--- config.mk ---
export PLATFORM = sky130hd
export DESIGN_NAME = mem_arbiter
export DESIGN_NICKNAME = d
export VERILOG_FILES = /design/src/rtl/mem_arbiter.sv
export SDC_FILE = /design/constraint.sdc
export NUM_CORES = 1
export LEC_CHECK = 0
export ABC_AREA = 1
export CAP_MARGIN = 25
export CORE_AREA = 5 5 116 118
export CTS_BUF_LIST = sky130_fd_sc_hd__clkbuf_16
export DETAILED_ROUTE_END_ITERATION = 12
export DIE_AREA = 0 0 121 123
export PLACE_DENSITY = 0.89
export SETUP_SLACK_MARGIN = 0.2
export SYNTH_ARGS = -nofsm -noshare
export SYNTH_HDL_FRONTEND = slang
export SYNTH_SLANG_ARGS = --single-unit
--- constraint.sdc ---
create_clock -name clk -period 4.52 [get_ports clk]
set_input_delay 0.678 -clock clk [delete_from_list [all_inputs] [get_ports clk]]
set_output_delay 0.678 -clock clk [all_outputs]
set_load 0.01 [all_outputs]
--- src/rtl/mem_arbiter.sv ---
// Two-port (instruction fetch / data) to single-memory arbiter with round-robin
// tie-break, enable/ack handshake sequencing and a per-access timeout.
module mem_arbiter #(
  parameter int unsigned       ADDR_W   = 10,
  parameter int unsigned       DATA_W   = 32,
  parameter int unsigned       WAIT_MAX = 15,
  parameter logic [DATA_W-1:0] ERR_DATA = 32'hDEADBEEF
) (
  input  logic              clk,
  input  logic              reset,
  input  logic              i_req,
  input  logic [31:0]       i_addr,
  output logic [DATA_W-1:0] i_rdata,
  output logic              i_ack,
  input  logic              d_req,
  input  logic              d_we,
  input  logic [31:0]       d_addr,
  input  logic [DATA_W-1:0] d_wdata,
  output logic [DATA_W-1:0] d_rdata,
  output logic              d_ack,
  output logic              m_en,
  output logic              m_we,
  output logic [ADDR_W-1:0] m_addr,
  output logic [DATA_W-1:0] m_wdata,
  input  logic [DATA_W-1:0] m_rdata,
  input  logic              m_ack,
  output logic              busy,
  output logic              timeout_err
);

  typedef enum logic [1:0] {IDLE, GRANT, RESP} state_t;
  typedef enum logic {PORT_I, PORT_D} port_t;

  localparam logic [7:0] WAIT_LAST = 8'(WAIT_MAX - 1);

  state_t     state;
  port_t      owner;
  port_t      last_grant;
  logic [7:0] wait_cnt;
  logic       d_wins;
  logic       unused_addr_bits;

  // Only the low ADDR_W address bits reach the memory.
  assign unused_addr_bits = ^{i_addr[31:ADDR_W], d_addr[31:ADDR_W]};

  // Data wins when it is the only requester, or on a tie when instruction went last.
  always_comb begin
    d_wins = d_req && (!i_req || last_grant == PORT_I);
  end

  always_ff @(posedge clk) begin
    if (reset) begin
      state       <= IDLE;
      owner       <= PORT_I;
      last_grant  <= PORT_I;
      wait_cnt    <= '0;
      m_en        <= 1'b0;
      m_we        <= 1'b0;
      m_addr      <= '0;
      m_wdata     <= '0;
      i_rdata     <= '0;
      d_rdata     <= '0;
      i_ack       <= 1'b0;
      d_ack       <= 1'b0;
      busy        <= 1'b0;
      timeout_err <= 1'b0;
    end else begin
      case (state)
        IDLE: begin
          if (i_req || d_req) begin
            owner      <= d_wins ? PORT_D : PORT_I;
            last_grant <= d_wins ? PORT_D : PORT_I;
            m_addr     <= d_wins ? d_addr[ADDR_W-1:0] : i_addr[ADDR_W-1:0];
            m_wdata    <= d_wins ? d_wdata : '0;
            m_we       <= d_wins && d_we;
            m_en       <= 1'b1;
            busy       <= 1'b1;
            wait_cnt   <= '0;
            state      <= GRANT;
          end
        end

        GRANT: begin
          // An ack on the last allowed cycle takes priority over the timeout.
          if (m_ack || wait_cnt == WAIT_LAST) begin
            if (owner == PORT_D) begin
              d_rdata <= m_ack ? m_rdata : ERR_DATA;
              d_ack   <= 1'b1;
            end else begin
              i_rdata <= m_ack ? m_rdata : ERR_DATA;
              i_ack   <= 1'b1;
            end
            if (!m_ack) timeout_err <= 1'b1;
            m_en  <= 1'b0;
            m_we  <= 1'b0;
            state <= RESP;
          end else begin
            wait_cnt <= wait_cnt + 8'd1;
          end
        end

        RESP: begin
          i_ack <= 1'b0;
          d_ack <= 1'b0;
          busy  <= 1'b0;
          state <= IDLE;
        end

        default: state <= IDLE;
      endcase
    end
  end

endmodule

==> results.tsv, run 1 <==
metric	value	unit
CP startpoint kind	primary input	
Setup Crit Path Kind	primary input to flip-flop	
net switching power	0.749	mW
Mapped Cells	810	
Die W	121	um
antenna violations before repair	0	
Area Growth Syn to Fin	48.1	%
P_leak	3.40	nW
NumNets Final	1119	
vias in the first global route	5110	
syn avg cell area	6.71	um^2
DR vias/cell	4.77	
fin cells	1165	
CTS buffer count	17	
sequential power share	0.397	
DRT Pass-1 Iters	7	
fillers	1059	
global placement routability congestion	0.824	
I/O Buffers	201	
Final Hold Fails	0	
Initial Util	0.439	
1st-iter DRT viols	680	
PD cells	369	nW/um^2
RSZ-0062 raised after global routing	no	
Final Cycle Share	0.632	
yosys warns	0	
most common cell after layout, fill and taps aside	nand2_1	
status	finished, final reports clean	
slew at the pin with the worst max-slew slack	1.01	ns
sw frac	0.252	
Worst setup EP type	flip-flop	
Routed wire per std cell	13.3	um
Slew HR	0.329	
CP max FO	26	
syn_nets	946	
Root Buffer	clkbuf_16	
CTS Hold Bufs	0	
share of post-route cells with drive strength above 1	0.0433	
gr ovfl total	0	
Final setup violation count	0	
Clk pwr share	0.440	
CTS sink cnt	123	
Final Worst Setup Slack	1.67	ns
top cell type's share of synthesized area	0.453	
Util after Layout	0.651	
DP Wirelength	10.5	mm
first-pass GRT wire length	24.7	mm
Die H	123	um
largest vdd supply drop	0.000302	V
drt drc	0	
H-Tree Depth	4	
Core Area	12400	um^2
clk slew on worst S/H paths	0.05	ns
TNS Setup	0	ns
fmax	0.350	GHz
die footprint	14900	um^2
#FFs+latches synth	123	
Worst EP arrival	3.16	ns
clock buffer depth	2	
post-CTS sizing	0	
Synth cell types	22	
Cells after DPL	1136	
Gate power share	0.164	
via count	5552	
Worst Hold Margin	0.453	ns
postcts setup bufs	0	
Slew Limit Fails	0	
commonest cells after routing, fill and taps aside	nand2_1, clkdlybuf4s50_1, inv_1, dfxtp_1, nor2_1	
remaining antenna violation count	0	
largest area contributor in the netlist	dfxtp_1	
Top Ports	246	
min Tclk post-route	2.85	ns
Internal	2.22	mW
max_cap viols	0	
Cell Rows	41	
Clock Latency Late Sink	0.41	ns
total track usage	0.209	
Synth Cell Area	5430	um^2
CTS tree	built	
sequential share of the synthesized area	0.453	
worst slack, placed	1.23	ns
WL final	15.5	mm
largest net degree at the start of global routing	62	
Hold Path Class	flip-flop to flip-flop	
clk_skew	0.0106	ns
Worst EP required	4.83	ns
main area contributors after synthesis	dfxtp_1, nand2_1, inv_1	
antenna fix cells	0	
synthesized netlist by cell type:
cell and number:
nand2_1 213, inv_1 127, dfxtp_1 123, nor2_1 103, a21oi_1 56, nand4_1 55
nand3_1 40, clkbuf_1 32, buf_2 16, o21ai_0 16, a31oi_1 10, buf_1 5
buf_6 2, ha_1 2, nand3_2 2, o21ai_2 2, buf_4 1, clkinv_1 1
inv_2 1, nor2_2 1, o22ai_1 1, xor2_1 1
layer usage:
metal / global-route usage / up-vias / part of all wire
met5: 0 / - / 0
met4: 0.0857 / 0 / 0.021
met3: 0.0842 / 29 / 0.11
met2: 0.339 / 256 / 0.46
met1: 0.246 / 2411 / 0.40
li1: - / 2856 / -
power groups by stage:
stage          combinational (mW)  clock (mW)  sequential [mW]
2_1_floorplan               0.220           0             1.22
3_3_place_gp                0.481           0             1.20
3_5_place_dp                0.484           0             1.20
4_1_cts                     0.488        1.33             1.18
5_1_grt                     0.535        1.38             1.18
6_report                    0.486        1.30             1.18
kinds of logic (layout without fill, tap and decap cells):
logic type,Yosys count,count (layout),share of synthesized area
XOR/XNOR,1,1,0.00161
adder cells (fa/ha/maj),2,2,0.00461
AND/OR/NAND/NOR,414,414,0.323
buffers and inverters,185,368,0.135
AO/OA/AOI/OAI,85,85,0.0822
flip-flops,123,123,0.453
cell type report:
class                   count  area (um^2)  share of cell area
flip-flops and latches    123         2460               0.306
multi-input cells         502         2250               0.280
repair buffers            210         2070               0.258
inverters                 129          484              0.0602
clock buffers              17          425              0.0529
well taps                 172          215              0.0267
clock inverters            12          135              0.0168
flip-flops by register name, indices dropped and copies added, names as in the netlist, 2 cells and up:
register and count:
d_rdata 32, i_rdata 32, m_addr 10, m_wdata 32, state 2, wait_cnt 8
worst paths after layout:
check	start	end	slack (ns)	depth (start not counted)
worst min register to register	d_ack	d_ack	0.45	2
worst max register to register	state[0]	i_rdata[29]	1.83	7
worst max-delay path	m_ack	i_rdata[29]	1.67	9
worst min-delay path	d_ack	d_ack	0.45	2
critical path, stage by stage:
cell             delay, ns
clkdlybuf4s50_1       0.40
buf_4                 0.19
inv_1                 0.66
o21ai_4               0.17
nand3_1               0.44
buf_4                 0.39
nand2_1               0.10
nand2_1               0.07
nor2_1                0.05
through the flow:
stage | power (mW) | area, um^2
floorplan | 1.44 | 5430
global placement | 1.68 | 7490
detailed placement | 1.68 | 7490
CTS | 3.00 | 8050
global route | 3.10 | 8050
finish | 2.97 | 8050
Note: power is estimated with default switching activity, not from simulation.
==> inputs of run 2 (changes only) <==
--- a/config.mk
+++ b/config.mk
@@ -7,11 +7,11 @@
 export LEC_CHECK = 0
 export ABC_AREA = 1
 export CAP_MARGIN = 25
-export CORE_AREA = 5 5 116 118
+export CORE_AREA = 5 5 126 128
 export CTS_BUF_LIST = sky130_fd_sc_hd__clkbuf_16
 export DETAILED_ROUTE_END_ITERATION = 12
-export DIE_AREA = 0 0 121 123
-export PLACE_DENSITY = 0.89
+export DIE_AREA = 0 0 131 133
+export PLACE_DENSITY = 0.8
 export SETUP_SLACK_MARGIN = 0.2
 export SYNTH_ARGS = -nofsm -noshare
 export SYNTH_HDL_FRONTEND = slang
==> constraint.sdc (replaced) <==
create_clock -name clk -period 2.55 [get_ports clk]
set_input_delay 0.3825 -clock clk [delete_from_list [all_inputs] [get_ports clk]]
set_output_delay 0.3825 -clock clk [all_outputs]
set_load 0.01 [all_outputs]
==> results.tsv, run 2 (synthesized netlist as in run 1, its figures left out) <==
metric	value	unit
die footprint	17400	um^2
Initial Util	0.368	
Final Hold Fails	0	
via count	5573	
Hold Path Class	flip-flop to flip-flop	
min Tclk post-route	1.99	ns
DRT Pass-1 Iters	5	
Worst EP required	2.85	ns
Top Ports	246	
r2r endpoint	i_rdata[19]	
H-Tree Depth	4	
antenna violations before repair	0	
postcts setup bufs	0	
Final Cycle Share	0.779	
max_cap viols	0	
Root Buffer	clkbuf_16	
Cell Rows	45	
CTS sink cnt	123	
remaining antenna violation count	0	
Die W	131	um
Worst EP arrival	2.29	ns
P_leak	3.42	nW
Core Area	14800	um^2
clk_skew	0.00711	ns
clock buffer depth	2	
total track usage	0.184	
Worst setup EP type	flip-flop	
gr ovfl total	0	
Util after Layout	0.548	
vias in the first global route	5079	
status	finished, final reports clean	
Final setup violation count	0	
antenna fix cells	0	
Die H	133	um
FF-to-FF Start	wait_cnt[0]	
CTS Hold Bufs	0	
DP Wirelength	10.9	mm
Slew HR	0.656	
I/O Buffers	201	
RSZ-0062 raised after global routing	no	
most common cell after layout, fill and taps aside	nand2_1	
Routed wire per std cell	13.5	um
PD cells	631	nW/um^2
Critical Path Sink	i_rdata[19]	
post-CTS sizing	0	
Setup Crit Path Kind	flip-flop to flip-flop	
drt drc	0	
CP max FO	46	
CTS tree	built	
CP startpoint kind	flip-flop	
WL final	16.0	mm
biggest regs	d_rdata x32, i_rdata x32, m_wdata x32	
first-pass GRT wire length	25.4	mm
worst reg2reg path depth	8	
Area Growth Syn to Fin	48.8	%
R2R setup slack	0.56	ns
Clock Latency Late Sink	0.41	ns
TNS Setup	0	ns
NumNets Final	1125	
largest net degree at the start of global routing	47	
1st-iter DRT viols	426	
DR vias/cell	4.69	
CTS buffer count	17	
Slew Limit Fails	0	
commonest cells after routing, fill and taps aside	nand2_1, clkdlybuf4s50_1, inv_1, dfxtp_1, nor2_1	
clk slew on worst S/H paths	0.05	ns
slew at the pin with the worst max-slew slack	0.515	ns
fmax	0.503	GHz
global placement routability congestion	0.801	
largest vdd supply drop	0.000430	V
origin of the worst setup path	wait_cnt[0]	
share of post-route cells with drive strength above 1	0.0500	
==> run 2: cell count changes in the layout (fill, tap and decap cells not counted), sizes merged <==
cell	change
buf	+6
bufinv	-2
clkinvlp	-1
clkinv	+5
==> run 2: through the flow <==
stage / instances / total power, mW / worst slack (ns) / instance area [um^2] / hold slack [ns]
2_1_floorplan: 810 / 2.56 / 1.06 / 5430 / 0.460
6_report: 1189 / 5.10 / 0.562 / 8080 / 0.445
4_1_cts: 1189 / 5.17 / 0.563 / 8080 / 0.449
3_3_place_gp: 1158 / 3.00 / 0.514 / 7570 / 0.438
3_5_place_dp: 1158 / 3.01 / 0.483 / 7570 / 0.441
5_1_grt: 1189 / 5.34 / 0.380 / 8080 / 0.475
==> run 2: area by class of cell <==
type	instances	area, um^2
flip-flops and latches	123	2460
clock buffers	17	425
well taps	188	235
clock inverters	14	90.1
repair buffers	216	2130
inverters	129	484
fillers	1408	6670
multi-input cells	502	2250
==> run 2: report_power, final <==
group	switching (mW)	total [mW]	internal [mW]
Sequential	0.0592	2.09	2.03
Clock	0.837	2.13	1.30
Combinational	0.460	0.876	0.416
Total	1.36	5.10	3.74
==> run 2: how the worst min path moves through the flow <==
stage	start	endpoint	slack [ns]	depth (start not counted)
final	d_ack	d_ack	0.45	2
after global routing	d_ack	d_ack	0.48	2
after CTS	d_ack	d_ack	0.45	2
after detailed placement	d_ack	d_ack	0.44	2
after global placement	d_ack	d_ack	0.44	2
after floorplan	wait_cnt[6]	wait_cnt[6]	0.46	2
==> run 2: worst max-delay path, stage by stage (launching register included) <==
cell and delay, ns:
dfxtp_1 0.32, inv_1 0.09, ha_1 0.17, nand3_2 0.14, o21ai_4 0.37, buf_4 0.46, nand4_1 0.15, nand2_1 0.12
nor2_1 0.05
==> run 2: metal layers <==
metal / wire (um) / share of wire / track usage / up-vias
li1: - / - / - / 2883
met1: 6570 / 0.41 / 0.227 / 2433
met2: 7340 / 0.46 / 0.285 / 229
met3: 1800 / 0.11 / 0.0779 / 28
met4: 301 / 0.019 / 0.0646 / 0
met5: 0 / 0 / 0 / -
==> inputs of run 3 (changes only) <==
--- a/config.mk
+++ b/config.mk
@@ -7,11 +7,11 @@
 export LEC_CHECK = 0
 export ABC_AREA = 1
 export CAP_MARGIN = 25
-export CORE_AREA = 5 5 126 128
+export CORE_AREA = 5 5 120 122
 export CTS_BUF_LIST = sky130_fd_sc_hd__clkbuf_16
 export DETAILED_ROUTE_END_ITERATION = 12
-export DIE_AREA = 0 0 131 133
-export PLACE_DENSITY = 0.8
+export DIE_AREA = 0 0 125 127
+export PLACE_DENSITY = 0.84
 export SETUP_SLACK_MARGIN = 0.2
 export SYNTH_ARGS = -nofsm -noshare
 export SYNTH_HDL_FRONTEND = slang
==> constraint.sdc (replaced) <==
create_clock -name clk -period 2.1 [get_ports clk]
set_input_delay 0.315 -clock clk [delete_from_list [all_inputs] [get_ports clk]]
set_output_delay 0.315 -clock clk [all_outputs]
set_load 0.01 [all_outputs]
==> results.tsv, run 3 (synthesized netlist as in run 1, its figures left out) <==
metric	value	unit
CP startpoint kind	flip-flop	
Design Area, Final	8160	um^2
share of post-route cells with drive strength above 1	0.0547	
Worst Hold Margin	0.274	ns
global placement routability congestion	0.790	
Worst setup EP type	flip-flop	
crit path cell chain	inv_1 -> ha_1 -> nand3_2 -> o21ai_4 -> buf_4 -> buf_12 -> nand4_1 -> nand2_1 -> nor2_1	
CTS Hold Bufs	0	
Slowest-stage cell, CP	dfxtp_1	
Core Area	13100	um^2
Util after Layout	0.624	
Buf/Inv on CP	3	
CTS buffer count	17	
RSZ-0062 raised after global routing	no	
Worst EP required	2.41	ns
CP max FO	51	
gr ovfl total	0	
remaining antenna violation count	0	
Root Buffer	clkbuf_16	
biggest regs	d_rdata x32, i_rdata x32, m_wdata x32	
Final setup violation count	0	
HP Start	reset	
antenna fix cells	0	
slew at the pin with the worst max-slew slack	0.422	ns
Slew HR	0.718	
H-Tree Depth	4	
CTS sink cnt	123	
min Tclk post-route	1.76	ns
Cell Rows	42	
largest net degree at the start of global routing	63	
vias in the first global route	5093	
Worst path depth	9	
sw frac	0.257	
antenna violations before repair	0	
fmax	0.567	GHz
via count	5585	
Hold Path Class	primary input to flip-flop	
TNS Setup	0	ns
Internal	4.69	mW
clk slew on worst S/H paths	0.05	ns
status	finished, final reports clean	
max_cap viols	0	
Setup Crit Path Kind	flip-flop to flip-flop	
Area Growth Syn to Fin	50.3	%
total track usage	0.197	
Worst EP arrival	2.07	ns
most common cell after layout, fill and taps aside	nand2_1	
Initial Util	0.415	
I/O Buffers	201	
Hold Path Stages	2	
DRT Pass-1 Iters	4	
Slew Limit Fails	0	
Die W	125	um
die footprint	15900	um^2
clk_skew	0.00728	ns
sequential power share	0.401	
NumNets Final	1130	
Die H	127	um
Top Ports	246	
Clk pwr share	0.426	
Final Hold Fails	0	
Clock Latency Late Sink	0.41	ns
PD cells	773	nW/um^2
fillers	1162	
P_leak	3.46	nW
WL final	15.9	mm
drt drc	0	
DR vias/cell	4.73	
FF-to-FF Start	wait_cnt[0]	
Gate power share	0.173	
1st-iter DRT viols	382	
commonest cells after routing, fill and taps aside	nand2_1, clkdlybuf4s50_1, inv_1, dfxtp_1, nor2_1	
Cell Area, Placed	7610	um^2
Routed wire per std cell	13.4	um
clock buffer depth	2	
worst reg2reg path depth	9	
CTS tree	built	
largest vdd supply drop	0.000509	V
net switching power	1.62	mW
CP peak stage delay	0.32	ns
DP Wirelength	11.1	mm
origin of the worst setup path	wait_cnt[0]	
first-pass GRT wire length	25.3	mm
Top delay family on crit path	buffers and inverters	
Final Cycle Share	0.840	
[run 3: layout make-up]
type	instances	area [um^2]	share of cell area
Sequential cell	123	2460	0.302
Clock buffer	17	425	0.0521
Timing Repair Buffer	221	2210	0.270
Tap cell	176	220	0.0270
Clock inverter	13	111	0.0136
Multi-Input combinational cell	502	2250	0.276
Inverter	129	484	0.0593
[run 3: repair_timing]
action	in CTS	in global routing
gates resized for setup	0	1
endpoints found under the setup margin	0	24
buffers inserted	0	2
[run 3: power by group through the flow]
stage,logic [mW],clock network (mW),registers [mW]
4_1_cts,1.09,2.75,2.53
6_report,1.09,2.69,2.53
3_3_place_gp,1.08,0,2.58
5_1_grt,1.20,2.87,2.55
2_1_floorplan,0.474,0,2.63
3_5_place_dp,1.08,0,2.58
[run 3: worst paths after layout]
check                                    to  slack, ns
worst max-delay path            i_rdata[18]       0.34
worst min-delay path            timeout_err       0.27
worst max register to register  i_rdata[18]       0.34
worst min register to register        d_ack       0.45
[run 3: metal layers]
metal	up-vias	share of wire	GRT usage	wire, um
met2	210	0.45	0.312	7160
met4	0	0.018	0.0721	287
met1	2460	0.42	0.237	6730
li1	2896	-	-	-
met5	-	0	0	0
met3	19	0.11	0.0885	1670
[run 3: stage by stage]
stage / instances / total power, mW / setup WS, ns
floorplan: 810 / 3.11 / 0.614
global placement: 1149 / 3.65 / 0.233
detailed placement: 1149 / 3.67 / 0.196
CTS: 1179 / 6.37 / 0.299
global route: 1181 / 6.61 / 0.217
finish: 1181 / 6.31 / 0.337
